<file path="src/rtl/pe_array_pkg.sv">
// Shared PE-array definitions: psum beat geometry, enable-bit position and
// the output-register state type used by the psum bus arbiter.
package pe_array_pkg;

  localparam int PSUM_DATA_SIZE = 32;
  localparam int OPSUM_NUM      = 4;

  // The enable (valid) bit of a psum bus beat sits this many bits below the MSB.
  localparam int PSUM_EN_FROM_MSB = 0;

  typedef enum logic [0:0] {
    OUT_EMPTY = 1'b0,
    OUT_FULL  = 1'b1
  } out_state_e;

  function automatic int psum_bus_w(input int opsum_num, input int data_size);
    return opsum_num * data_size + 1;
  endfunction

endpackage

</file>
<file path="src/rtl/psum_bus_arbiter_rr.sv">
// Combinational round-robin search: the first requester at or after ptr
// (wrapping modulo N) wins and is reported one-hot and as an index.
module rr_arbiter #(
  parameter int N     = 4,
  parameter int IDX_W = $clog2(N)
) (
  input  logic [N-1:0]     req,
  input  logic [IDX_W-1:0] ptr,
  output logic [N-1:0]     gnt,
  output logic [IDX_W-1:0] gnt_idx,
  output logic             any_req
);

  // Scan from ptr upward; the first hit locks the result for the rest of the loop.
  always_comb begin
    logic [IDX_W-1:0] idx_s;
    gnt     = '0;
    gnt_idx = '0;
    any_req = 1'b0;
    idx_s   = '0;
    for (int k = 0; k < N; k++) begin
      idx_s = IDX_W'((int'(ptr) + k) % N);
      if (!any_req && req[idx_s]) begin
        gnt[idx_s] = 1'b1;
        gnt_idx    = idx_s;
        any_req    = 1'b1;
      end else begin
        gnt[idx_s] = gnt[idx_s];
      end
    end
  end

endmodule

</file>
<file path="src/rtl/psum_bus_arbiter.sv">
// Shares one GLB psum write port among NUM_COL LN columns: masked round-robin
// grant into a one-entry output register with a valid/ready drain to the GLB.
module psum_bus_arbiter #(
  parameter int NUM_COL        = 4,
  parameter int PSUM_DATA_SIZE = pe_array_pkg::PSUM_DATA_SIZE,
  parameter int OPSUM_NUM      = pe_array_pkg::OPSUM_NUM,
  parameter int COL_ID_W       = $clog2(NUM_COL)
) (
  input  logic                                              clk,
  input  logic                                              rst,
  input  logic                                              set_info,
  input  logic [NUM_COL-1:0]                                col_mask,
  input  logic [NUM_COL*(OPSUM_NUM*PSUM_DATA_SIZE+1)-1:0]   opsum_bus,
  output logic [NUM_COL-1:0]                                opsum_ready_bus,
  output logic [OPSUM_NUM*PSUM_DATA_SIZE:0]                 glb_psum,
  output logic [COL_ID_W-1:0]                               glb_col_id,
  input  logic                                              glb_ready,
  output logic                                              busy
);

  import pe_array_pkg::*;

  localparam int BEAT_W = psum_bus_w(OPSUM_NUM, PSUM_DATA_SIZE);
  localparam int EN_BIT = BEAT_W - 1 - PSUM_EN_FROM_MSB;
  localparam int DATA_W = BEAT_W - 1;

  logic [NUM_COL-1:0]  mask_r;
  logic [COL_ID_W-1:0] rr_ptr_r;
  out_state_e          out_state_r;
  out_state_e          out_state_nxt_s;

  logic [BEAT_W-1:0]   beat_s [NUM_COL];
  logic [NUM_COL-1:0]  req_s;
  logic [NUM_COL-1:0]  gnt_s;
  logic [COL_ID_W-1:0] gnt_idx_s;
  logic                any_req_s;
  logic                can_load_s;
  logic                xfer_s;
  logic [COL_ID_W-1:0] ptr_nxt_s;
  logic [DATA_W-1:0]   win_data_s;

  for (genvar gi = 0; gi < NUM_COL; gi++) begin : g_slice
    assign beat_s[gi] = opsum_bus[gi*BEAT_W +: BEAT_W];
    assign req_s[gi]  = beat_s[gi][EN_BIT] & mask_r[gi];
  end

  rr_arbiter #(
    .N     (NUM_COL),
    .IDX_W (COL_ID_W)
  ) u_rr (
    .req     (req_s),
    .ptr     (rr_ptr_r),
    .gnt     (gnt_s),
    .gnt_idx (gnt_idx_s),
    .any_req (any_req_s)
  );

  // Accept/ready path; ready is held low while reset is asserted.
  always_comb begin
    can_load_s = rst && ((out_state_r == OUT_EMPTY) || glb_ready);
    xfer_s     = can_load_s && any_req_s;
    win_data_s = beat_s[gnt_idx_s][DATA_W-1:0];
    busy       = rst && ((out_state_r == OUT_FULL) || (|req_s));
    if (can_load_s) begin
      opsum_ready_bus = gnt_s;
    end else begin
      opsum_ready_bus = '0;
    end
    if (gnt_idx_s == COL_ID_W'(NUM_COL - 1)) begin
      ptr_nxt_s = '0;
    end else begin
      ptr_nxt_s = gnt_idx_s + COL_ID_W'(1);
    end
  end

  // Output register occupancy; a drain and a refill in one cycle stays FULL.
  always_comb begin
    out_state_nxt_s = out_state_r;
    case (out_state_r)
      OUT_EMPTY: begin
        if (xfer_s) out_state_nxt_s = OUT_FULL;
        else        out_state_nxt_s = OUT_EMPTY;
      end
      OUT_FULL: begin
        if (xfer_s)         out_state_nxt_s = OUT_FULL;
        else if (glb_ready) out_state_nxt_s = OUT_EMPTY;
        else                out_state_nxt_s = OUT_FULL;
      end
      default: out_state_nxt_s = OUT_EMPTY;
    endcase
  end

  // State registers; the mask load lands after this cycle's arbitration.
  always_ff @(posedge clk) begin
    if (!rst) begin
      mask_r      <= '0;
      rr_ptr_r    <= '0;
      out_state_r <= OUT_EMPTY;
      glb_psum    <= '0;
      glb_col_id  <= '0;
    end else begin
      out_state_r <= out_state_nxt_s;
      if (set_info) begin
        mask_r <= col_mask;
      end
      if (xfer_s) begin
        glb_psum   <= {1'b1, win_data_s};
        glb_col_id <= gnt_idx_s;
        rr_ptr_r   <= ptr_nxt_s;
      end else if ((out_state_r == OUT_FULL) && glb_ready) begin
        glb_psum[EN_BIT] <= 1'b0;
      end
    end
  end

endmodule

</file>
<file path="config.mk">
export PLATFORM = sky130hd
export DESIGN_NAME = psum_bus_arbiter
export DESIGN_NICKNAME = d
export VERILOG_FILES = /design/src/rtl/pe_array_pkg.sv /design/src/rtl/psum_bus_arbiter_rr.sv /design/src/rtl/psum_bus_arbiter.sv
export SDC_FILE = /design/constraint.sdc
export NUM_CORES = 1
export LEC_CHECK = 0
export CAP_MARGIN = 20
export CORE_AREA = 2 2 259 261
export CTS_BUF_LIST = sky130_fd_sc_hd__clkbuf_8 sky130_fd_sc_hd__clkbuf_16
export CTS_CLUSTER_DIAMETER = 30
export CTS_CLUSTER_SIZE = 24
export DETAILED_ROUTE_END_ITERATION = 8
export DIE_AREA = 0 0 261 263
export PLACE_DENSITY = 0.46
export SETUP_SLACK_MARGIN = 0.1
export SLEW_MARGIN = 20
export SYNTH_ARGS = -nofsm -noshare
export SYNTH_HDL_FRONTEND = slang
export SYNTH_SLANG_ARGS = --single-unit
</file>
<file path="constraint.sdc">
create_clock -name clk -period 8.22 [get_ports clk]
set_input_delay 1.233 -clock clk [delete_from_list [all_inputs] [get_ports clk]]
set_output_delay 1.233 -clock clk [all_outputs]
set_load 0.02 [all_outputs]
</file>
==> results_dict.tcl, run 1 <==
set metrics [dict create \
    finalWirelength_mm 50.9 \
    initial_core_util_pct 14.2 \
    netlist.area_leader.share_pct 29.6 \
    cts.clk_slew.worst_paths_ns 0.07 \
    htree_num_levels 4 \
    nets 2649 \
    synth_area_leader_cell "dfxtp_1" \
    max-cap-violations 0 \
    yosysWarnings 0 \
    rsz0062_at_grt "false" \
    path_class "input pin to output port" \
    final_hold_viol_count 0 \
    crit_arrival_ns 4.32 \
    placeableCoreArea_um2 65600 \
    grt_use_met1_pct 16.6 \
    worst_path_largest_cell_delay_ns 0.65 \
    cts_tree "yes" \
    dpl_worst_slack_ns 2.66 \
    ant_nets 0 \
    slew_viol_final 0 \
    use_met2_pct 25.9 \
    fillerInstances 7274 \
    track_usage_pct 14.4 \
    pin_count 660 \
    grt_pass1_wl_mm 75.0 \
    fin_worst_skew_ns 0.00794 \
    synth_area_leaders "dfxtp_1 30%, nand2_1 26%, nand3_1 14%" \
    die_w_um 261 \
    grt_use_met3_pct 3.38 \
    top_usage_layer "met2" \
    synth_enable_flop_cells 0 \
    tightest_slew_ns 1.05 \
    worstPathRequired_ns 6.99 \
    cp_cell_sequence "clkdlybuf4s50_1, nand2_1, mux4_2, or3_4, a311o_1, nand3_2, nand4_2, o22ai_1, clkdlybuf4s50_1" \
    max_slew_margin_pct 30.2 \
    netlist_area_um2 9330 \
    yosysSeqAreaShare_pct 29.6 \
    firstDrtPassIters 5 \
    post_cts_buffers 0 \
    viasPerCell 4.14 \
    dpl_cell_area_um2 16500 \
    setup_tns_ns 0 \
    worstHoldPathType "register to register" \
    critPathMaxFanout 6 \
    gr-total-overflow 0 \
    period_share_pct 67.6 \
    clk_path_buf_depth 2 \
    status "finished, final reports clean" \
    ys_async_sr_fraction_pct 0 \
    p_leak_nw 6.60 \
    drt_iter0_drc 594 \
    cts-root-buf "clkbuf_16" \
    setup_ws_ns 2.66 \
    row_count 94 \
    routedWlPerCell_um 17.0 \
    cts_buffers 17 \
    cts_resized 0 \
    drc 0 \
    finalCriticalPeriod_ns 5.56 \
    fmax_mhz 180 \
    place_hpwl_mm 38.8 \
    ys_seq_elements 138 \
    diodes 0 \
    setup_viol 0 \
    numPortBuffers 659 \
    syn_nets 2092 \
    worstHoldStart "glb_psum[109]" \
    clk_latency_ns 0.46 \
    final_cell_area_um2 17100 \
    hold_buffers 0 \
    synth_common_cells "656 x nand2_1, 267 x nand3_1, 244 x o21ai_1, 138 x dfxtp_1, 83 x clkbuf_1" \
    fp.dieH_um 263 \
    synth_cell_types 50 \
    grt_max_degree 137 \
    grt_pass1_vias 12118 \
    antenna_found_initial 2 \
    synth_most_common_cell "nand2_1" \
    critPathSlowestCell "clkdlybuf4s50_1" \
    critPathMostFrequentCell "clkdlybuf4s50_1" \
    syn_inst 1560 \
    ys.flop_type "dfxtp_1" \
    area_growth_pct 83.5 \
    vias 12408 \
    irDropWorstVdd_uv 109 \
    drive_gt1_share_pct 2.96 \
    gp_congestion 0.820 \
    powerDensity_nw_per_um2 150 \
    cts_num_sinks 138 \
    crit_path_start_kind "input pin" \
    syn_avg_cell_area_um2 5.98 \
    crit_path_end_kind "output port" \
    crit_start "opsum_bus[515]" \
    die_area_um2 68600 \
]
[final cells by class]
cell class	instances	area, µm²	share of cell area (%)
timing repair buffer	672	6730	39.3
tap	864	1080	6.31
clock buffer	17	425	2.49
clock inverter	15	151	0.884
sequential	138	2760	16.1
inverter	4	15.0	0.0877
multi-input combinational	1284	5950	34.8
[kinds of logic after synthesis]
| logic type | count (synthesis) | share of synthesized area, % |
|---|---|---|
| buf+inv | 138 | 6.97 |
| xor+xnor | 2 | 0.188 |
| fa+ha+maj | 8 | 1.07 |
| simple gates | 961 | 43.4 |
| compound gates | 306 | 17.6 |
| mux | 7 | 1.15 |
| flops | 138 | 29.6 |
[metrics by stage]
stage,std cells,util [%],power [mW],hold slack [ns]
after floorplan,1560,-,1.26,0.505
after global placement,2962,25.2,1.79,0.446
after detailed placement,2962,25.2,1.80,0.450
after CTS,2994,26.1,2.64,0.458
after global routing,2994,26.1,2.74,0.477
final,2994,26.1,2.57,0.456
[critical path, delay by kind of cell]
| kind | cells | cell delay (ns) |
|---|---|---|
| AND/OR/NAND/NOR | 4 | 0.76 |
| AO/OA/AOI/OAI | 2 | 0.63 |
| buffers and inverters | 2 | 1.16 |
| multiplexers | 1 | 0.53 |
[layer usage]
metal / vias up / share of wire [%] / wire length [µm]
li1: 6327 / - / -
met1: 5638 / 40 / 20400
met2: 401 / 51 / 26000
met3: 40 / 6.7 / 3390
met4: 2 / 2.0 / 1020
met5: - / 0.031 / 16
[state kept, by name, summed over array words and instances (netlist names), named ones only]
register	count
glb_col_id	2
mask_r	4
glb_psum	129
rr_ptr_r	1
out_state_r	1
[where the power goes]
group	switching (mW)	internal (mW)
logic	0.499	0.482
registers	0.0419	0.746
clock network	0.351	0.446
total	0.891	1.67
[placed cells by master, fill, tap and decap left out, types with 4 or more instances in the layout]
cell type,n
nor3_1,5
ha_1,8
o21ai_1,244
o211ai_1,6
nor3b_1,5
buf_4,11
clkdlybuf4s50_1,658
clkinv_2,4
o22ai_1,5
nand3_1,267
clkbuf_16,17
mux2i_1,4
nand2_1,655
and2_1,5
inv_1,4
nor2_1,4
a21oi_1,5
nor2b_1,4
o21ai_0,22
a21bo_2,4
dfxtp_1,138
[worst paths after layout]
kind                        end  slack, ns  cells after the start
max          opsum_ready_bus[1]       2.66                      9
min               glb_psum[109]       0.46                      2
max reg2reg        glb_psum[51]       3.97                     10
min reg2reg       glb_psum[109]       0.46                      2
No activity file was read; power rests on OpenSTA's default activity.
==> inputs of run 2 (changes only) <==
- CORE_AREA: 2 2 259 261 -> 2 2 254 256
- DIE_AREA: 0 0 261 263 -> 0 0 256 258
- PLACE_DENSITY: 0.46 -> 0.47
- clock period: 8.22 -> 5.4 ns (I/O delays scaled with it)
==> run 2 against run 1 <==
Against the previous run:
- core utilization increased by 1.1 points
- clock power increased by 47%
- sequential cell count unchanged
- power increased by 52%
- sequential share of layout area decreased by 0.19 points
- final cell count increased by 0.43%
- wire length decreased by 3.0%
- count of clock-buffer cells in the layout increased by 1
- sequential power increased by 52%
- critical path type is now register to output port
- largest cell class unchanged
- largest power group unchanged
==> results_dict.tcl, run 2 (synthesis results as in run 1) <==
set metrics [dict create \
    vias 12539 \
    cts_buffers 17 \
    max-cap-violations 0 \
    status "finished, final reports clean" \
    rsz0062_at_grt "false" \
    p_int_mw 2.54 \
    gr-total-overflow 0 \
    critPathMaxFanout 15 \
    drive_gt1_share_pct 4.00 \
    track_usage_pct 14.4 \
    worstPathRequired_ns 4.59 \
    area_growth_pct 85.7 \
    routedWlPerCell_um 16.4 \
    initial_core_util_pct 14.7 \
    dpl_cell_area_um2 16800 \
    clk_latency_ns 0.46 \
    path_class "register to output port" \
    max_slew_margin_pct 37.6 \
    p_sw_share_pct 34.9 \
    cts_resized 0 \
    r2r_slack_ns 1.47 \
    worstHoldPathType "register to register" \
    finalWirelength_mm 49.4 \
    nets 2672 \
    post_cts_buffers 0 \
    crit_arrival_ns 4.18 \
    reg.largest.list "glb_psum x129, mask_r x4, glb_col_id x2" \
    tightest_slew_ns 0.937 \
    gp_congestion 0.944 \
    ant_nets 0 \
    finalPower_mw 3.90 \
    fp.dieH_um 258 \
    p_sw_mw 1.36 \
    cts-root-buf "clkbuf_16" \
    grt_pass1_wl_mm 73.2 \
    crit_path_end_kind "output port" \
    finalCriticalPeriod_ns 4.99 \
    largest_reg_flops 129 \
    setup_tns_ns 0 \
    p_leak_nw 6.72 \
    pwr-share-seq_pct 30.7 \
    numPortBuffers 659 \
    die_w_um 256 \
    htree_num_levels 4 \
    hold_buffers 0 \
    drt_iter0_drc 612 \
    regMostFlops "glb_psum" \
    slew_viol_final 0 \
    fmax_mhz 200 \
    place_hpwl_mm 38.5 \
    firstDrtPassIters 5 \
    diodes 0 \
    irDropWorstVdd_uv 198 \
    antenna_found_initial 1 \
    setup_viol 0 \
    cts_tree "yes" \
    pin_count 660 \
    final_hold_viol_count 0 \
    clkPwrFrac_pct 29.9 \
    fin_worst_skew_ns 0.00771 \
    cts.clk_slew.worst_paths_ns 0.06 \
    final_cell_area_um2 17300 \
    die_area_um2 66000 \
    grt_pass1_vias 12121 \
    grt_max_degree 119 \
    combPwrFrac_pct 39.4 \
    period_share_pct 92.4 \
    crit_path_start_kind "register" \
    row_count 93 \
    powerDensity_nw_per_um2 225 \
    cts_num_sinks 138 \
    drc 0 \
    viasPerCell 4.17 \
    clk_path_buf_depth 2 \
    final_cell_mix "658 x clkdlybuf4s50_1, 655 x nand2_1, 267 x nand3_1" \
    final_common_cell "clkdlybuf4s50_1" \
    placeableCoreArea_um2 63600 \
]
## run 2: worst paths after layout
path | to | cells past startpoint | startpoint
hold / removal | glb_psum[112] | 2 | glb_psum[112]
setup / recovery | opsum_ready_bus[3] | 9 | rr_ptr_r[1]
hold reg to reg | glb_psum[112] | 2 | glb_psum[112]
setup reg to reg | glb_psum[74] | 10 | rr_ptr_r[1]
## run 2: through the flow
stage | util, % | hold slack [ns] | setup slack (ns) | cells
2_1_floorplan | - | 0.505 | 1.88 | 1560
3_3_place_gp | 26.3 | 0.446 | 0.724 | 2976
3_5_place_dp | 26.3 | 0.449 | 0.687 | 2976
4_1_cts | 27.2 | 0.459 | 0.346 | 3007
5_1_grt | 27.2 | 0.476 | 0.104 | 3007
6_report | 27.2 | 0.454 | 0.409 | 3007
## run 2: layout make-up
class / instances / area [µm²]
sequential: 138 / 2760
multi-input combinational: 1284 / 5950
clock buffer: 18 / 439
timing repair buffer: 695 / 6960
inverter: 4 / 15.0
fill: 7040 / 46300
clock inverter: 13 / 121
tap: 855 / 1070
## run 2: metal layers
metal  global-route usage [%]  wire, µm
met1                     17.0     20600
met2                     25.7     25100
met3                     3.77      2830
met4                     3.78       819
met5                        0        16
## run 2: power by group through the flow
stage	sequential (mW)	combinational (mW)	clock [mW]
6_report	1.20	1.54	1.17
5_1_grt	1.21	1.67	1.27
4_1_cts	1.20	1.56	1.22
3_5_place_dp	1.22	1.55	0
3_3_place_gp	1.22	1.55	0
2_1_floorplan	1.35	0.572	0
## run 2: worst max-delay path: stages (launching register included)
cell and delay [ns]:
dfxtp_1 0.48, inv_1 0.23, ha_1 0.69, mux4_2 0.42
or3_4 0.37, a311o_1 0.40, nand3_2 0.09, nand4_2 0.15
o22ai_1 0.24, clkdlybuf4s50_1 0.65
==> inputs of run 3 (changes only) <==
- PLACE_DENSITY: 0.47 -> 0.46
==> run 3 against run 2 <==
Against the previous run:
- critical path depth grew 2
- sequential share of layout area hardly changed
- maximum frequency rose by 4.5%
- power grew 1.8%
- clock skew rose by 0.0027 ns
- wire length decreased by 1.1%
- via count is 1.4% lower
- clock power up 8%
- count of clock-buffer cells in the layout did not move
- largest cell class unchanged
- die area unchanged
- sequential power is essentially flat
==> results_dict.tcl, run 3 (synthesis results as in run 1) <==
set metrics [dict create \
    setup_ws_ns 0.623 \
    finalPower_mw 3.97 \
    cts_buffers 17 \
    crit_path_end_kind "output port" \
    worstHoldPathType "register to register" \
    irDropWorstVdd_uv 183 \
    ant_nets 0 \
    fillerInstances 7055 \
    cts-root-buf "clkbuf_16" \
    path_class "register to output port" \
    die_w_um 256 \
    tightest_slew_ns 0.972 \
    max-cap-violations 0 \
    fin_worst_skew_ns 0.0104 \
    largest_reg_flops 129 \
    vias 12366 \
    nets 2662 \
    p_leak_nw 6.71 \
    dp.cells 2966 \
    viasPerCell 4.12 \
    htree_num_levels 4 \
    gp_congestion 0.861 \
    gr-total-overflow 0 \
    grt_pass1_wl_mm 72.2 \
    r2r_start "rr_ptr_r[1]" \
    place_hpwl_mm 38.3 \
    firstDrtPassIters 5 \
    initial_core_util_pct 14.7 \
    setup_viol 0 \
    fp.dieH_um 258 \
    regMostFlops "glb_psum" \
    crit_start "rr_ptr_r[1]" \
    crit_arrival_ns 3.97 \
    final_cells 3000 \
    rsz0062_at_grt "false" \
    clk_latency_ns 0.47 \
    critPathMaxFanout 14 \
    cts_resized 0 \
    clk_path_buf_depth 2 \
    fmax_mhz 209 \
    drive_gt1_share_pct 3.55 \
    max_slew_margin_pct 35.2 \
    period_share_pct 88.5 \
    pin_count 660 \
    final_hold_viol_count 0 \
    crit_path_start_kind "register" \
    worstPathRequired_ns 4.59 \
    cts_num_sinks 138 \
    setup_tns_ns 0 \
    grt_max_degree 105 \
    row_count 93 \
    cts.clk_slew.worst_paths_ns 0.06 \
    reg.largest.list "glb_psum x129, mask_r x4, glb_col_id x2" \
    final_cell_mix "658 x clkdlybuf4s50_1, 655 x nand2_1, 267 x nand3_1" \
    drc 0 \
    status "finished, final reports clean" \
    die_area_um2 66000 \
    finalWirelength_mm 48.8 \
    slew_viol_final 0 \
    placeableCoreArea_um2 63600 \
    antenna_found_initial 2 \
    finalCriticalPeriod_ns 4.78 \
    grt_pass1_vias 11844 \
    area_growth_pct 85.7 \
    track_usage_pct 14.3 \
    hold_buffers 0 \
    dpl_worst_slack_ns 0.728 \
    drt_iter0_drc 554 \
    post_cts_buffers 0 \
    final_common_cell "clkdlybuf4s50_1" \
    cts_tree "yes" \
    powerDensity_nw_per_um2 229 \
    numPortBuffers 659 \
    worstHoldStart "glb_psum[53]" \
    routedWlPerCell_um 16.3 \
]
## run 3: cell types whose count changed in the layout (fill, tap and decap cells not counted)
cell and delta:
bufinv_16 +2, inv_1 +1, clkinvlp_4 -2, diode_2 +2, buf_4 -12, buf_12 +2
## run 3: final timing paths
check	end	slack, ns	depth (start not counted)
max	opsum_ready_bus[0]	0.62	11
max reg2reg	glb_psum[96]	1.91	12
min	glb_psum[53]	0.46	2
min reg2reg	glb_psum[53]	0.46	2
## run 3: power breakdown
part           internal [mW]  switching [mW]
sequential              1.14          0.0616
combinational          0.753           0.768
clock                  0.739           0.518
## run 3: layout make-up
type	count	area [µm²]	share of cell area [%]
Multi-Input combinational cell	1284	5950	34.4
Clock inverter	14	170	0.982
Inverter	4	15.0	0.0866
Sequential cell	138	2760	15.9
Tap cell	855	1070	6.17
Timing Repair Buffer	685	6910	39.9
Clock buffer	18	439	2.53
Antenna cell	2	5.00	0.0289
## run 3: worst max-delay path, stage by stage, from the launching register on
cell and delay [ns]:
dfxtp_1 0.49, inv_1 0.25, ha_1 0.37, buf_4 0.22, mux4_2 0.51, o21ai_0 0.23
o211ai_1 0.28, o211ai_1 0.22, nand3_2 0.11, nand4_2 0.14, o22ai_1 0.11, clkdlybuf4s50_1 0.57
## run 3: stage by stage
stage	util, %	hold WS [ns]	instance area, µm²
3_5_place_dp	26.3	0.450	16700
4_1_cts	27.2	0.458	17300
3_3_place_gp	26.3	0.445	16700
5_1_grt	27.2	0.476	17300
6_report	27.2	0.455	17300
2_1_floorplan	-	0.505	9330
## run 3: layer usage
layer / vias up / GRT usage (%) / wire length, µm
li1: 6354 / - / -
met1: 5563 / 15.9 / 19500
met2: 406 / 26.0 / 25300
met3: 43 / 4.21 / 3140
met4: 0 / 4.58 / 918
met5: - / 0 / 0
